## src/rtl/pbuf_load_ctrl.sv

```systemverilog
// DDR-to-pbuf load sequencer: queues descriptors, starts ddr2pbuf, issues ch1/ch2 read bursts.
// Optional PBUF_LOAD_PERF_EN adds busy-cycle and completed-command counters.
module pbuf_load_ctrl #(
   parameter int unsigned PE_NUM     = 32,
   parameter int unsigned DDR_AW     = 32,
   parameter int unsigned LEN_W      = 12,
   parameter int unsigned FIFO_DEPTH = 4
) (
   input  logic              clk,
   input  logic              rst,
   input  logic              cmd_valid,
   output logic              cmd_ready,
   input  logic [3:0]        cmd_mode,
   input  logic [11:0]       cmd_trans_num,
   input  logic [3:0]        cmd_ch_num,
   input  logic [3:0]        cmd_pix_num,
   input  logic [1:0]        cmd_row_num,
   input  logic              cmd_depool,
   input  logic [PE_NUM-1:0] cmd_mask,
   input  logic [DDR_AW-1:0] cmd_addr1,
   input  logic [DDR_AW-1:0] cmd_addr2,
   input  logic [LEN_W-1:0]  cmd_len,
   output logic              rd1_valid,
   output logic [DDR_AW-1:0] rd1_addr,
   output logic [LEN_W-1:0]  rd1_len,
   input  logic              rd1_ready,
   output logic              rd2_valid,
   output logic [DDR_AW-1:0] rd2_addr,
   output logic [LEN_W-1:0]  rd2_len,
   input  logic              rd2_ready,
   output logic              pb_start,
   input  logic              pb_done,
   output logic [11:0]       pb_conf_trans_num,
   output logic [3:0]        pb_conf_mode,
   output logic [3:0]        pb_conf_ch_num,
   output logic [3:0]        pb_conf_pix_num,
   output logic [1:0]        pb_conf_row_num,
   output logic              pb_conf_depool,
   output logic [PE_NUM-1:0] pb_conf_mask,
   output logic              busy,
   output logic              cmd_done
`ifdef PBUF_LOAD_PERF_EN
   ,
   output logic [31:0]       perf_busy_cyc,
   output logic [15:0]       perf_cmd_cnt
`endif
);

   localparam int unsigned PW = (FIFO_DEPTH > 1) ? $clog2(FIFO_DEPTH) : 1;

   typedef struct packed {
      logic [3:0]        mode;
      logic [11:0]       trans_num;
      logic [3:0]        ch_num;
      logic [3:0]        pix_num;
      logic [1:0]        row_num;
      logic              depool;
      logic [PE_NUM-1:0] mask;
      logic [DDR_AW-1:0] addr1;
      logic [DDR_AW-1:0] addr2;
      logic [LEN_W-1:0]  len;
   } desc_t;

   typedef enum logic [2:0] {StIdle, StLoad, StStart, StReq, StWait, StDone} state_t;

   state_t        state;
   desc_t         fifo_mem [FIFO_DEPTH];
   desc_t         head;
   desc_t         wr_desc;
   logic [PW-1:0] wr_ptr;
   logic [PW-1:0] rd_ptr;
   logic [PW:0]   count;
   logic          full;
   logic          empty;
   logic          push;
   logic          pop;

   assign full      = (count == (PW + 1)'(FIFO_DEPTH));
   assign empty     = (count == '0);
   assign cmd_ready = !full;
   assign push      = cmd_valid && cmd_ready;
   assign pop       = (state == StLoad);
   assign head      = fifo_mem[rd_ptr];
   assign busy      = (state != StIdle) || !empty;

   always_comb begin
      wr_desc           = '0;
      wr_desc.mode      = cmd_mode;
      wr_desc.trans_num = cmd_trans_num;
      wr_desc.ch_num    = cmd_ch_num;
      wr_desc.pix_num   = cmd_pix_num;
      wr_desc.row_num   = cmd_row_num;
      wr_desc.depool    = cmd_depool;
      wr_desc.mask      = cmd_mask;
      wr_desc.addr1     = cmd_addr1;
      wr_desc.addr2     = cmd_addr2;
      wr_desc.len       = cmd_len;
   end

   // Storage needs no reset; validity is tracked by count.
   always_ff @(posedge clk) begin
      if (push) fifo_mem[wr_ptr] <= wr_desc;
   end

   // Depth is a power of two, so pointers wrap naturally.
   always_ff @(posedge clk) begin
      if (rst) begin
         wr_ptr <= '0;
         rd_ptr <= '0;
         count  <= '0;
      end else begin
         if (push) wr_ptr <= wr_ptr + 1'b1;
         if (pop)  rd_ptr <= rd_ptr + 1'b1;
         if (push && !pop)      count <= count + 1'b1;
         else if (pop && !push) count <= count - 1'b1;
      end
   end

   always_ff @(posedge clk) begin
      if (rst) begin
         state             <= StIdle;
         pb_start          <= 1'b0;
         cmd_done          <= 1'b0;
         rd1_valid         <= 1'b0;
         rd2_valid         <= 1'b0;
         rd1_addr          <= '0;
         rd2_addr          <= '0;
         rd1_len           <= '0;
         rd2_len           <= '0;
         pb_conf_trans_num <= '0;
         pb_conf_mode      <= '0;
         pb_conf_ch_num    <= '0;
         pb_conf_pix_num   <= '0;
         pb_conf_row_num   <= '0;
         pb_conf_depool    <= 1'b0;
         pb_conf_mask      <= '0;
      end else begin
         pb_start <= 1'b0;
         cmd_done <= 1'b0;
         case (state)
            // A push this cycle counts as non-empty to save a cycle of latency.
            StIdle: if (!empty || push) state <= StLoad;
            StLoad: begin
               pb_conf_trans_num <= head.trans_num;
               pb_conf_mode      <= head.mode;
               pb_conf_ch_num    <= head.ch_num;
               pb_conf_pix_num   <= head.pix_num;
               pb_conf_row_num   <= head.row_num;
               pb_conf_depool    <= head.depool;
               pb_conf_mask      <= head.mask;
               rd1_addr          <= head.addr1;
               rd2_addr          <= head.addr2;
               rd1_len           <= head.len;
               rd2_len           <= head.len;
               pb_start          <= 1'b1;
               state             <= StStart;
            end
            // ddr2pbuf has seen its start pulse before any read is requested.
            StStart: begin
               rd2_valid <= 1'b1;
               rd1_valid <= (pb_conf_mode[2:1] == 2'b10);
               state     <= StReq;
            end
            StReq: begin
               if (rd1_valid && rd1_ready) rd1_valid <= 1'b0;
               if (rd2_valid && rd2_ready) rd2_valid <= 1'b0;
               if ((!rd1_valid || rd1_ready) && (!rd2_valid || rd2_ready)) state <= StWait;
            end
            // pb_done is only trusted here; earlier it may be left over from the last load.
            StWait: begin
               if (pb_done) begin
                  cmd_done <= 1'b1;
                  state    <= StDone;
               end
            end
            StDone:  state <= empty ? StIdle : StLoad;
            default: state <= StIdle;
         endcase
      end
   end

`ifdef PBUF_LOAD_PERF_EN
   always_ff @(posedge clk) begin
      if (rst) begin
         perf_busy_cyc <= '0;
         perf_cmd_cnt  <= '0;
      end else begin
         if ((state != StIdle) && (perf_busy_cyc != '1)) perf_busy_cyc <= perf_busy_cyc + 1'b1;
         if (cmd_done) perf_cmd_cnt <= perf_cmd_cnt + 1'b1;
      end
   end
`endif

endmodule

```

## config.mk

```make
export PLATFORM = sky130hd
export DESIGN_NAME = pbuf_load_ctrl
export DESIGN_NICKNAME = d
export VERILOG_FILES = /design/src/rtl/pbuf_load_ctrl.sv
export SDC_FILE = /design/constraint.sdc
export NUM_CORES = 1
export LEC_CHECK = 0
export CAP_MARGIN = 20
export CORE_AREA = 2 2 206 208
export CTS_CLUSTER_SIZE = 10
export DETAILED_ROUTE_END_ITERATION = 8
export DIE_AREA = 0 0 208 210
export PLACE_DENSITY = 0.83
export SYNTH_ARGS = -nofsm -noshare
export SYNTH_HDL_FRONTEND = slang
export SYNTH_SLANG_ARGS = --single-unit
```

## constraint.sdc

```tcl
create_clock -name clk -period 15.75 [get_ports clk]
set_input_delay 4.725 -clock clk [delete_from_list [all_inputs] [get_ports clk]]
set_output_delay 4.725 -clock clk [all_outputs]
set_load 0.005 [all_outputs]
```

Word-level counts from Yosys, hierarchy flattened
Memories as Yosys holds them, arrays and structs flattened. A register that Yosys moved wholly into a read port is not among the register bits.
Cells that the tools add are included.
- bits in registers: 14
- RAM bits: 540
- input port bits: 141
- output and inout bits: 153
- word-level logic and storage cells: 66
- memories kept: 1
- $add $sub $neg: 4
- equality and inequality tests: 12
- multiplexer cells: 15
- bitwise logic cells: 1
- reductions and logical operators: 25
- memory list (name ; depth ; bits a word ; rd ports ; clocked after memory_dff ; write ports ; line ; source):
    fifo_mem ; 4 ; 135 ; 1 ; 1 ; 1 ; 67 ; desc_t fifo_mem [FIFO_DEPTH];
- operators with widths (operator ; count):
    $pmux 3 s6 ; 1
    $mux 3 ; 5
    $ne 2x2->1 const B ; 5
    $eq 3x3->1 const B ; 3
    $mux 1 ; 7
    $eq 3x2->1 const B ; 2
    $logic_and 1x1->1 ; 6
    $logic_not 1->1 ; 6
    $logic_not 3->1 ; 2
    $add 2x1->2 const B ; 2
    $logic_or 1x1->1 ; 4
    $pmux 1 s2 ; 2
    $reduce_and 2->1 ; 2
    $reduce_bool 2->1 ; 2
    $add 3x1->3 const B ; 1
    $eq 3x1->1 const B ; 1
    $reduce_and 3->1 ; 1
    $reduce_bool 3->1 ; 1
    $sub 3x1->3 const B ; 1
    $eq 2x2->1 const B ; 1
    $reduce_or 2->1 ; 1
    $not 1->1 ; 1

Logic depth before layout (Yosys ltp)
Gate-level depths: netlist (run 1).
- word-level depth: 7
- mapped depth: 9
- depth with buffers taken out: 8

Least setup slack after synthesis (run 1)
OpenSTA, ideal clock, no wires.
- path kind: input to register
- start point: in cmd_valid
- end point: mem fifo_mem[3][0] (netlist name) (enable)
- setup time: 0.511 ns
- data arrival time: 7.879 ns
- data required time: 15.239 ns
- path slack: 7.360 ns
- stages: 1
- buffers on the path: 0
- path through: and3_1
- longest elaborated chain between the ends: 3
- RTL lines (item ; line ; source):
    start, declared ; 11 ; input logic cmd_valid,
    $logic_and 1x1->1 ; 81 ; assign push = cmd_valid && cmd_ready;
    $mux 1 ; 102 ; if (push) fifo_mem[wr_ptr] <= wr_desc;
    $mux 1 (implied by the code) ; 102 ;
    end, declared ; 67 ;
No other way between the ends.

==> results.md, run 1 <==
- Minimum clock period: 7.60 ns
- Synth Area in Simple Gates: 0.938%
- Final setup violation count: 0
- Final WL: between 50 and 60 mm
- Pwr Density: 169 nW/um^2
- Initial antenna violation count: 9
- Die Y: approximately 210 um
- Post-synthesis mux area share: 12.6%
- Fin Clk Skew: 0.0143 ns
- Die Area: 43700 sq um
- Commonest non-fill, non-tap cells in the layout: 540 x edfxtp_1, 293 x clkdlybuf4s50_1, 147 x dfxtp_1, 135 x mux4_2, 135 x a22o_1
- H-tree depth: 3
- Mapped Nets: about 1200
- Post-synth top area share: 66.8%
- Nets: 1563
- Row count: 75
- CP Capture Type: flop
- DPL Wire Length: 28.6 mm
- CP Data Required Time: between 15 and 20 ns
- Slew @ Worst Pin: 1.16 ns
- Starting density of the core: 58.5%
- Max Buffers Root-to-Sink: 3
- Register bit count reported by yosys: 689
- Via density per instance: 5.95
- Clock Latency Late Sink: 0.59 ns
- Rel. slew slack: 22.5%
- Final Hold Viols: 0
- CP bufs+invs: 3
- Avg Inst Size Synth: approximately 22 sq um
- Crit-path leading delay family: buffers and inverters
- Dpl cell area: ~28000 sq um
- CP Max Fanout: 52
- Cells after DPL: 1873
- Synthesized area: ~24000 sq um
- Routed via count: 12000
- Hold slack: 0.476 ns
- Area growth, synth to finish: 23.8%
- CTS buffer count: 79
- Worst-path clk slew: 0.06 ns
- Slowest cell on crit path: nor2b_4
- Max Fclk: 132 MHz
- Top cells by area, synth: edfxtp_1 67%, mux4_2 13%, dfxtp_1 12%, a22o_1 4.9%, buf_4 0.59%
- Commonest non-fill, non-tap cell in the layout: edfxtp_1
- Crit Path Class: in2reg
- Final setup TNS: 0 ns
- Tcrit/Tclk final: roughly half
- Core ar.: 41500 sq um
- Port buffer count: 293
- DR pass1 iterations: 5
- Sequential fraction of the synthesis area: 79.1%
- Largest net degree at the start of global routing: 77
- DRC Markers: 0
- CP most frequent cell: buf_4
- Final non-filler cell total: 2025
- Syn Inst Count: 1100
- IO Pins: 294
- Final Cell Area: around 30000 sq um
- Setup Fix Bufs, Post-CTS: 0
- YS warnings: 0
- Routed length per instance: 24.9 um
- Remaining global-route overflow: 0
- Adder-cell share of the synthesized area: less than 1%
- Sink Count: 689
- Root buffer cell: clkbuf_16
- Cell taking the most area after synthesis: edfxtp_1
- MaxCap Viol Count: 0
- Synth cell types: 38
- CP startpoint kind: input port
- TritonCTS clock tree: yes
- GP Congestion: about 0.73
- Overall global routing resource usage: 23.0%
- Share of layout cells above drive strength 1: about 17%
- VDD IR-drop max: between 0.1 and 0.15 mV
- First-pass GRT wire length: ~75 mm
- 1st-iter DRT viols: 825
- Die width: 208 um
- Compound-gate portion of the synthesized area: 5.22%
- Hold Buf Count CTS: 0
- Main combinational cell family by area after synthesis: multiplexers
- Status: complete, no violations
- Worst-path cell chain: clkdlybuf4s50_1, nor2b_4, buf_4, buf_4, a22o_1
- RSZ-0062 raised after global routing: no
- Lkg Pwr: between 9 and 10 nW
- Post-layout util: 72.5%
- Routed Antenna Nets: 0
- Vias in the first global route: 12600
- Max incr delay on CP: about 0.96 ns
- Synth Area in XOR/XNOR: 0.144%
- Arr. time, crit path: between 8 and 9 ns
- Post_cts resized: 0
- Max Slew Vio Count: 0
- Worst Hold Class: reg2reg
## routing by layer
layer / up-vias / GRT usage (%) / share of wire (%)
met5: - / 0 / 0.093
met4: 8 / 9.00 / 2.9
met3: 102 / 5.88 / 7.7
met2: 462 / 36.9 / 50
met1: 6237 / 30.9 / 40
li1: 5230 / - / -
## cell usage after synthesis
master     count
xor2_1         2
buf_6          1
or4_1          1
and4bb_2       1
and3_1         4
o21ai_0        5
buf_2         28
xnor2_1        2
or3_1          1
nor4_1         1
nor2_4         1
ha_1           5
nor3b_1        1
nor2_1         7
nor2b_1        5
clkbuf_1      26
a21oi_1        5
and4b_1        1
nor3b_4        1
mux2i_1        1
nand3b_1       1
nand2_1        2
a22o_1       135
nand3_1        3
inv_1          7
buf_4         19
fa_1           1
and4_1         1
mux4_2       135
a311oi_1       1
a2bb2oi_1      1
nor3_1         2
edfxtp_1     540
or4b_1         1
a221o_1        1
o21bai_1       1
dfxtp_1      149
nand2b_1       1
## kinds of logic (layout without fill, tap and decap cells)
group,Yosys count,in the layout
AOI/OAI and AO/OA,149,149
xor gates and xnor gates,4,4
adders and majority gates,6,6
buffers and inverters,81,461
DFF,689,689
muxes,136,136
other,0,6
and+or+nand+nor,35,35
## registers in the layout, summed over array words and instances (netlist names)
signal / flops
pb_start: 1
rd1_addr: 32
rd2_addr: 32
pb_conf_row_num: 2
pb_conf_mask: 32
cmd_done: 1
rd_ptr: 2
pb_conf_depool: 1
rd2_valid: 1
pb_conf_trans_num: 12
pb_conf_mode: 4
rd2_len: 12
wr_ptr: 2
count: 3
fifo_mem: 540
rd1_valid: 1
state: 3
pb_conf_ch_num: 4
pb_conf_pix_num: 4
## report_power, final
group          internal, W  switching [W]  total (W)
logic             0.000585       0.000435    0.00102
registers          0.00223       0.000146    0.00237
clock network      0.00101       0.000667    0.00168
total              0.00383        0.00125    0.00507
## stage by stage
step / power, W / worst slack [ns]
after CTS: 0.00512 / 8.18
final: 0.00507 / 8.15
after global routing: 0.00527 / 8.01
after floorplan: 0.00297 / 7.36
after global placement: 0.00339 / 7.67
after detailed placement: 0.00343 / 7.59
## final timing paths
kind                                          start                                end  slack, ns  depth (start not counted)
setup / recovery                                rst    pb_conf_row_num[1]$_SDFFE_PP0N_       8.15                          5
hold / removal    pb_conf_trans_num[5]$_SDFFE_PP0N_  pb_conf_trans_num[5]$_SDFFE_PP0N_       0.48                          1
setup reg to reg              state[0]$_SDFFE_PP0P_    pb_conf_row_num[1]$_SDFFE_PP0N_      12.24                          5
hold reg to reg   pb_conf_trans_num[5]$_SDFFE_PP0N_  pb_conf_trans_num[5]$_SDFFE_PP0N_       0.48                          1
## area by class of cell
cell class                 instances  area, sq um
sequential                       689        19200
fill                            2387        11400
multi-input combinational        330         4690
timing repair buffer             309         3070
clock buffer                     140         2290
tap                              539          674
clock inverter                     5         86.3
inverter                           7         26.3
antenna                            6         15.0
(Power assumes the default switching activity.)
==> inputs of run 2 (changes only) <==
--- a/config.mk
+++ b/config.mk
@@ -6,11 +6,11 @@
 export NUM_CORES = 1
 export LEC_CHECK = 0
 export CAP_MARGIN = 20
-export CORE_AREA = 2 2 206 208
+export CORE_AREA = 2 2 214 216
 export CTS_CLUSTER_SIZE = 10
 export DETAILED_ROUTE_END_ITERATION = 8
-export DIE_AREA = 0 0 208 210
-export PLACE_DENSITY = 0.83
+export DIE_AREA = 0 0 216 218
+export PLACE_DENSITY = 0.78
 export SYNTH_ARGS = -nofsm -noshare
 export SYNTH_HDL_FRONTEND = slang
 export SYNTH_SLANG_ARGS = --single-unit
==> constraint.sdc (replaced) <==
create_clock -name clk -period 7.2 [get_ports clk]
set_input_delay 2.16 -clock clk [delete_from_list [all_inputs] [get_ports clk]]
set_output_delay 2.16 -clock clk [all_outputs]
set_load 0.005 [all_outputs]
==> run 2 against run 1 <==
Net effect:
- clock skew grew 0.0069 ns
- global-route usage shrank 1.7 points
- sequential power grew 120%
- critical path depth shrank 2
- clock power grew 110%
- hold slack lost 0.0027 ns
- core utilization shrank 5.5 points
- first-iteration DRC count shrank 2.1%
- flip-flop and latch count is the same
- critical endpoint is now cmd_ready
- largest power group unchanged
==> results.md, run 2 (synthesized netlist as in run 1, its figures left out) <==
- Worst Hold Class: reg2reg
- Clock Power Share: 32.7%
- Root buffer cell: clkbuf_16
- Initial antenna violation count: 10
- Die width: 216 um
- DRC Markers: 0
- Combinational cell fraction of total power: 20.0%
- Met1 Usage GRT: a little over a quarter
- Worst R2R Path Depth: 4
- Reg-to-reg slack, setup: 4.61 ns
- Nets: approximately 1600
- Area growth, synth to finish: 23.9%
- H-tree depth: 3
- Number of flip-flops under the largest register name: between 500 and 600
- CP bufs+invs: 2
- Hold Path Cell Cnt: 1
- Routed Antenna Nets: 0
- Sequential fraction of design power: a little under half
- 1st-iter DRT viols: 808
- Post_cts resized: 0
- Arr. time, crit path: 2.11 ns
- Sw Ratio: 24.6%
- Met3 Track Usage GR: 6.09%
- CP startpoint kind: flop
- Vias in the first global route: around 12000
- Setup Fix Bufs, Post-CTS: 0
- Slowest cell on crit path: clkdlybuf4s50_1
- Crit Path Class: reg2out
- FILL cells: approximately 2900
- Starting density of the core: a little over half
- Status: complete, no violations
- Minimum clock period: between 4 and 5 ns
- IO Pins: 294
- Worst-path clk slew: 0.05 ns
- Commonest non-fill, non-tap cell in the layout: edfxtp_1
- Max Buffers Root-to-Sink: 3
- Commonest non-fill, non-tap cells in the layout: 540 x edfxtp_1, 293 x clkdlybuf4s50_1, 147 x dfxtp_1, 135 x mux4_2, 135 x a22o_1
- Max incr delay on CP: 0.57 ns
- Share of layout cells above drive strength 1: 16.7%
- TritonCTS clock tree: yes
- CP Max Fanout: 7
- Min-delay src: rd1_addr[1]$_SDFFE_PP0N_
- Overall global routing resource usage: 21.3%
- Post-layout util: roughly two thirds
- Worst-path cell chain: nor3b_1, inv_1, clkdlybuf4s50_1
- Largest net degree at the start of global routing: a little under 80
- DPL Wire Length: 28.2 mm
- Clock Latency Late Sink: 0.61 ns
- CP Data Required Time: 5.04 ns
- Worst R2R Start: state[0]$_SDFFE_PP0P_
- CP Capture Type: primary output
- Die Y: about 220 um
- Row count: 78
- Crit-path leading delay family: buffers and inverters
- Routed via count: 11900
- Final WL: 49.5 mm
- Met2 usage: 34.6%
- Lkg Pwr: around 10 nW
- GP Congestion: around 0.75
- Routed length per instance: between 20 and 25 um
- Via density per instance: 5.72
- Final Hold Viols: 0
- Die Area: 47100 sq um
- DR pass1 iterations: 9
- Max Slew Vio Count: 0
- Final setup TNS: 0 ns
- Rel. slew slack: 27.0%
- RSZ-0062 raised after global routing: no
- Psw: 0.00270 W
- Core ar.: 44900 sq um
- MaxCap Viol Count: 0
- Slew @ Worst Pin: 1.09 ns
- Hold EP: rd1_addr[1]$_SDFFE_PP0N_
- Max Fclk: between 200 and 250 MHz
- Biggest register: fifo_mem
- Port buffer count: between 200 and 300
- CTS buffer count: 79
- Reg-to-reg endpoint: pb_conf_mask[13]$_SDFFE_PP0N_
- Pwr Density: between 300 and 400 nW/um^2
- Remaining global-route overflow: 0
- Tcrit/Tclk final: 59.3%
- Sink Count: 689
- Gr busiest metal: met2
- Fin Clk Skew: 0.0212 ns
- Final setup violation count: 0
- Int Pwr: 0.00829 W
- Hold Buf Count CTS: 0
- VDD IR-drop max: between 0.2 and 0.3 mV
- First-pass GRT wire length: 74.9 mm
-- run 2: changes by cell type in the layout (fill, tap and decap cells not counted), sizes merged --
cell,delta
buf,-3
bufinv,-2
clkbuf,-8
clkinv,+3
diode,-2
-- run 2: power by group through the flow --
stage	Combinational [W]	Clock (W)	Sequential (W)
floorplan	0.00132	0	0.00518
global placement	0.00219	0	0.00526
detailed placement	0.00223	0	0.00528
CTS	0.00224	0.00366	0.00521
global route	0.00235	0.00383	0.00526
finish	0.00220	0.00359	0.00520
-- run 2: final cells by class --
class	count	area, sq um	share of cell area (%)
Antenna cell	4	10.0	0.0333
Clock buffer	132	2270	7.55
Clock inverter	6	38.8	0.129
Inverter	7	26.3	0.0873
Multi-Input combinational cell	330	4690	15.6
Sequential cell	689	19200	63.8
Tap cell	600	751	2.50
Timing Repair Buffer	306	3090	10.3
-- run 2: per-layer routing --
metal	up-vias	part of all wire [%]
met4	10	2.7
met5	-	0.13
met1	6184	39
met2	371	51
li1	5220	-
met3	82	7.3
-- run 2: worst register-to-register path, cell delays in order (launching register included) --
cell,delay [ns]
dfxtp_1,0.49
nor3b_4,0.38
nor2b_4,0.86
buf_4,0.57
a22o_1,0.22
-- run 2: worst max-delay path by stage --
| stage | startpoint | endpoint | slack (ns) | depth (start not counted) |
|---|---|---|---|---|
| after global placement | cmd_valid | fifo_mem[2][128]$_DFFE_PP_ | 2.58 | 3 |
| after floorplan | cmd_valid | fifo_mem[3][0]$_DFFE_PP_ | 1.37 | 1 |
| final | count[0]$_SDFFE_PP0P_ | cmd_ready | 2.93 | 3 |
| after global routing | count[0]$_SDFFE_PP0P_ | cmd_ready | 2.81 | 3 |
| after CTS | count[0]$_SDFFE_PP0P_ | cmd_ready | 2.87 | 3 |
| after detailed placement | rst | pb_conf_mask[13]$_SDFFE_PP0N_ | 2.50 | 4 |
-- run 2: through the flow --
stage,instance area (sq um),setup WS [ns],hold WS [ns],std cells,total power [W]
finish,30100,2.93,0.474,2074,0.0110
global route,30100,2.81,0.489,2074,0.0114
CTS,30100,2.87,0.477,2070,0.0111
detailed placement,27800,2.50,0.459,1932,0.00751
global placement,27800,2.58,0.459,1932,0.00744
floorplan,24300,1.37,0.466,1100,0.00650
==> inputs of run 3 (changes only) <==
--- a/config.mk
+++ b/config.mk
@@ -6,11 +6,11 @@
 export NUM_CORES = 1
 export LEC_CHECK = 0
 export CAP_MARGIN = 20
-export CORE_AREA = 2 2 214 216
+export CORE_AREA = 2 2 224 226
 export CTS_CLUSTER_SIZE = 10
 export DETAILED_ROUTE_END_ITERATION = 8
-export DIE_AREA = 0 0 216 218
-export PLACE_DENSITY = 0.78
+export DIE_AREA = 0 0 226 228
+export PLACE_DENSITY = 0.75
 export SYNTH_ARGS = -nofsm -noshare
 export SYNTH_HDL_FRONTEND = slang
 export SYNTH_SLANG_ARGS = --single-unit
==> constraint.sdc (replaced) <==
create_clock -name clk -period 3.79 [get_ports clk]
set_input_delay 1.137 -clock clk [delete_from_list [all_inputs] [get_ports clk]]
set_output_delay 1.137 -clock clk [all_outputs]
set_load 0.005 [all_outputs]
==> run 3 against run 2 <==
Net effect:
- final area grew 1.8%
- clock-buffer cell count grew 8
- setup slack lost 2.4 ns
- sequential power grew 90%
- final cell count grew 5.3%
- register-to-register slack lost 3.1 ns
- die area grew 9.4%
- via count grew 2.0%
- largest cell class unchanged
- clock power grew 89%
- first-iteration DRC count shrank 8.8%
- core utilization shrank 5.0 points
- combinational power grew 99%
==> results.md, run 3 (synthesized netlist as in run 1, its figures left out) <==
- Status: complete, no violations
- Clock Latency Late Sink: 0.60 ns
- Max Slew Vio Count: 0
- DRC Markers: 0
- 1st-iter DRT viols: ~740
- Crit Path Class: reg2out
- GP Congestion: 0.741
- DPL Wire Length: between 20 and 30 mm
- Initial antenna violation count: 8
- Post-route setup slack: 0.551 ns
- Largest net degree at the start of global routing: roughly 140
- Core ar.: 49300 sq um
- Vias in the first global route: 12900
- Routed Antenna Nets: 0
- Commonest non-fill, non-tap cell in the layout: edfxtp_1
- Setup Fix Bufs, Post-CTS: 0
- Min-delay src: rd1_addr[26]$_SDFFE_PP0N_
- Nets: 1590
- CP Max Fanout: 7
- Met2 usage: 31.7%
- Slowest cell on crit path: clkdlybuf4s50_1
- Worst-path cell chain: nor3b_1, inv_1, clkdlybuf4s50_1
- Routed length per instance: 22.9 um
- CP Data Required Time: between 2 and 3 ns
- Worst R2R Start: rd_ptr[0]$_SDFFE_PP0N_
- Starting density of the core: 49.2%
- First-pass GRT wire length: 76.5 mm
- Post_cts resized: 0
- CTS buffer count: between 70 and 80
- Met3 Track Usage GR: under 10%
- Via density per instance: approximately 5.5
- Crit path from: count[0]$_SDFFE_PP0P_
- IO Pins: about 290
- Max Buffers Root-to-Sink: 3
- Fin Clk Skew: 0.0200 ns
- Hold Buf Count CTS: 0
- Final non-filler cell total: 2184
- Gr busiest metal: met2
- Final setup violation count: 0
- Arr. time, crit path: 2.10 ns
- Pwr Density: 686 nW/um^2
- Overall global routing resource usage: 19.8%
- Die width: 226 um
- Area growth, synth to finish: 26.1%
- Slew @ Worst Pin: 0.930 ns
- Final setup TNS: 0 ns
- Tcrit/Tclk final: 85.5%
- Port buffer count: 293
- TritonCTS clock tree: yes
- Lkg Pwr: 10.0 nW
- Minimum clock period: around 3.2 ns
- Row count: 82
- Die Area: 51500 sq um
- Commonest non-fill, non-tap cells in the layout: 540 x edfxtp_1, 293 x clkdlybuf4s50_1, 147 x dfxtp_1, 135 x mux4_2, 135 x a22o_1
- Max incr delay on CP: 0.54 ns
- Rel. slew slack: 38.0%
- Crit-path leading delay family: buffers and inverters
- MaxCap Viol Count: 0
- CP bufs+invs: 2
- Share of layout cells above drive strength 1: a little under a fifth
- FILL cells: around 3400
- Die Y: 228 um
- Final Hold Viols: 0
- Met1 Usage GRT: 26.4%
- Pre-CTS WS: about 0.5 ns
- Final WL: 50.0 mm
- Remaining global-route overflow: 0
- Routed via count: ~12000
- DR pass1 iterations: 5
- CP Capture Type: primary output
- Sink Count: 689
- Cells after DPL: 2034
- Biggest register: fifo_mem
- VDD IR-drop max: 0.458 mV
- RSZ-0062 raised after global routing: no
- Max Fclk: 309 MHz
- Worst Hold Class: reg2reg
- H-tree depth: 3
- CP startpoint kind: flop
- Root buffer cell: clkbuf_16
- Number of flip-flops under the largest register name: between 500 and 600
- Worst-path clk slew: 0.05 ns
-- run 3: cell count changes in the layout (fill, tap and decap cells not counted) --
cell,delta
buf_12,+18
buf_4,+12
clkbuf_1,+9
clkbuf_16,-2
clkbuf_8,+1
clkinv_1,-1
clkinv_2,-1
diode_2,+1
inv_6,+1
-- run 3: worst paths after layout --
kind	end	slack, ns	cells past startpoint
max	cmd_ready	0.55	3
min	rd1_addr[26]$_SDFFE_PP0N_	0.48	1
max reg2reg	pb_conf_pix_num[1]$_SDFFE_PP0N_	1.53	3
min reg2reg	rd1_addr[26]$_SDFFE_PP0N_	0.48	1
-- run 3: area by class of cell --
class / instances / area, sq um / area share, %
Tap cell: 672 / 841 / 2.75
Timing Repair Buffer: 336 / 3540 / 11.6
Antenna cell: 5 / 12.5 / 0.0409
Sequential cell: 689 / 19200 / 62.7
Multi-Input combinational cell: 330 / 4690 / 15.3
Clock buffer: 140 / 2270 / 7.41
Inverter: 7 / 26.3 / 0.0858
Clock inverter: 5 / 38.8 / 0.127
-- run 3: power breakdown --
part	switching [W]	total, W	internal (W)
Combinational	0.00180	0.00438	0.00258
Sequential	0.000610	0.00986	0.00925
Clock	0.00275	0.00678	0.00403
Total	0.00516	0.0210	0.0159
-- run 3: metrics by stage --
step / power, W / util (%) / hold slack (ns) / instance area [sq um]
2_1_floorplan: 0.0123 / - / 0.466 / 24300
3_3_place_gp: 0.0143 / 57.4 / 0.456 / 28300
3_5_place_dp: 0.0144 / 57.4 / 0.464 / 28300
4_1_cts: 0.0213 / 62.0 / 0.480 / 30600
5_1_grt: 0.0219 / 62.1 / 0.490 / 30600
6_report: 0.0210 / 62.1 / 0.476 / 30600
-- run 3: routing by layer --
layer | routed length, um | up-vias | share of wire (%)
li1 | - | 5296 | -
met1 | 20700 | 6330 | 42
met2 | 24800 | 381 | 50
met3 | 3220 | 86 | 6.4
met4 | 1180 | 6 | 2.4
met5 | 47 | - | 0.094
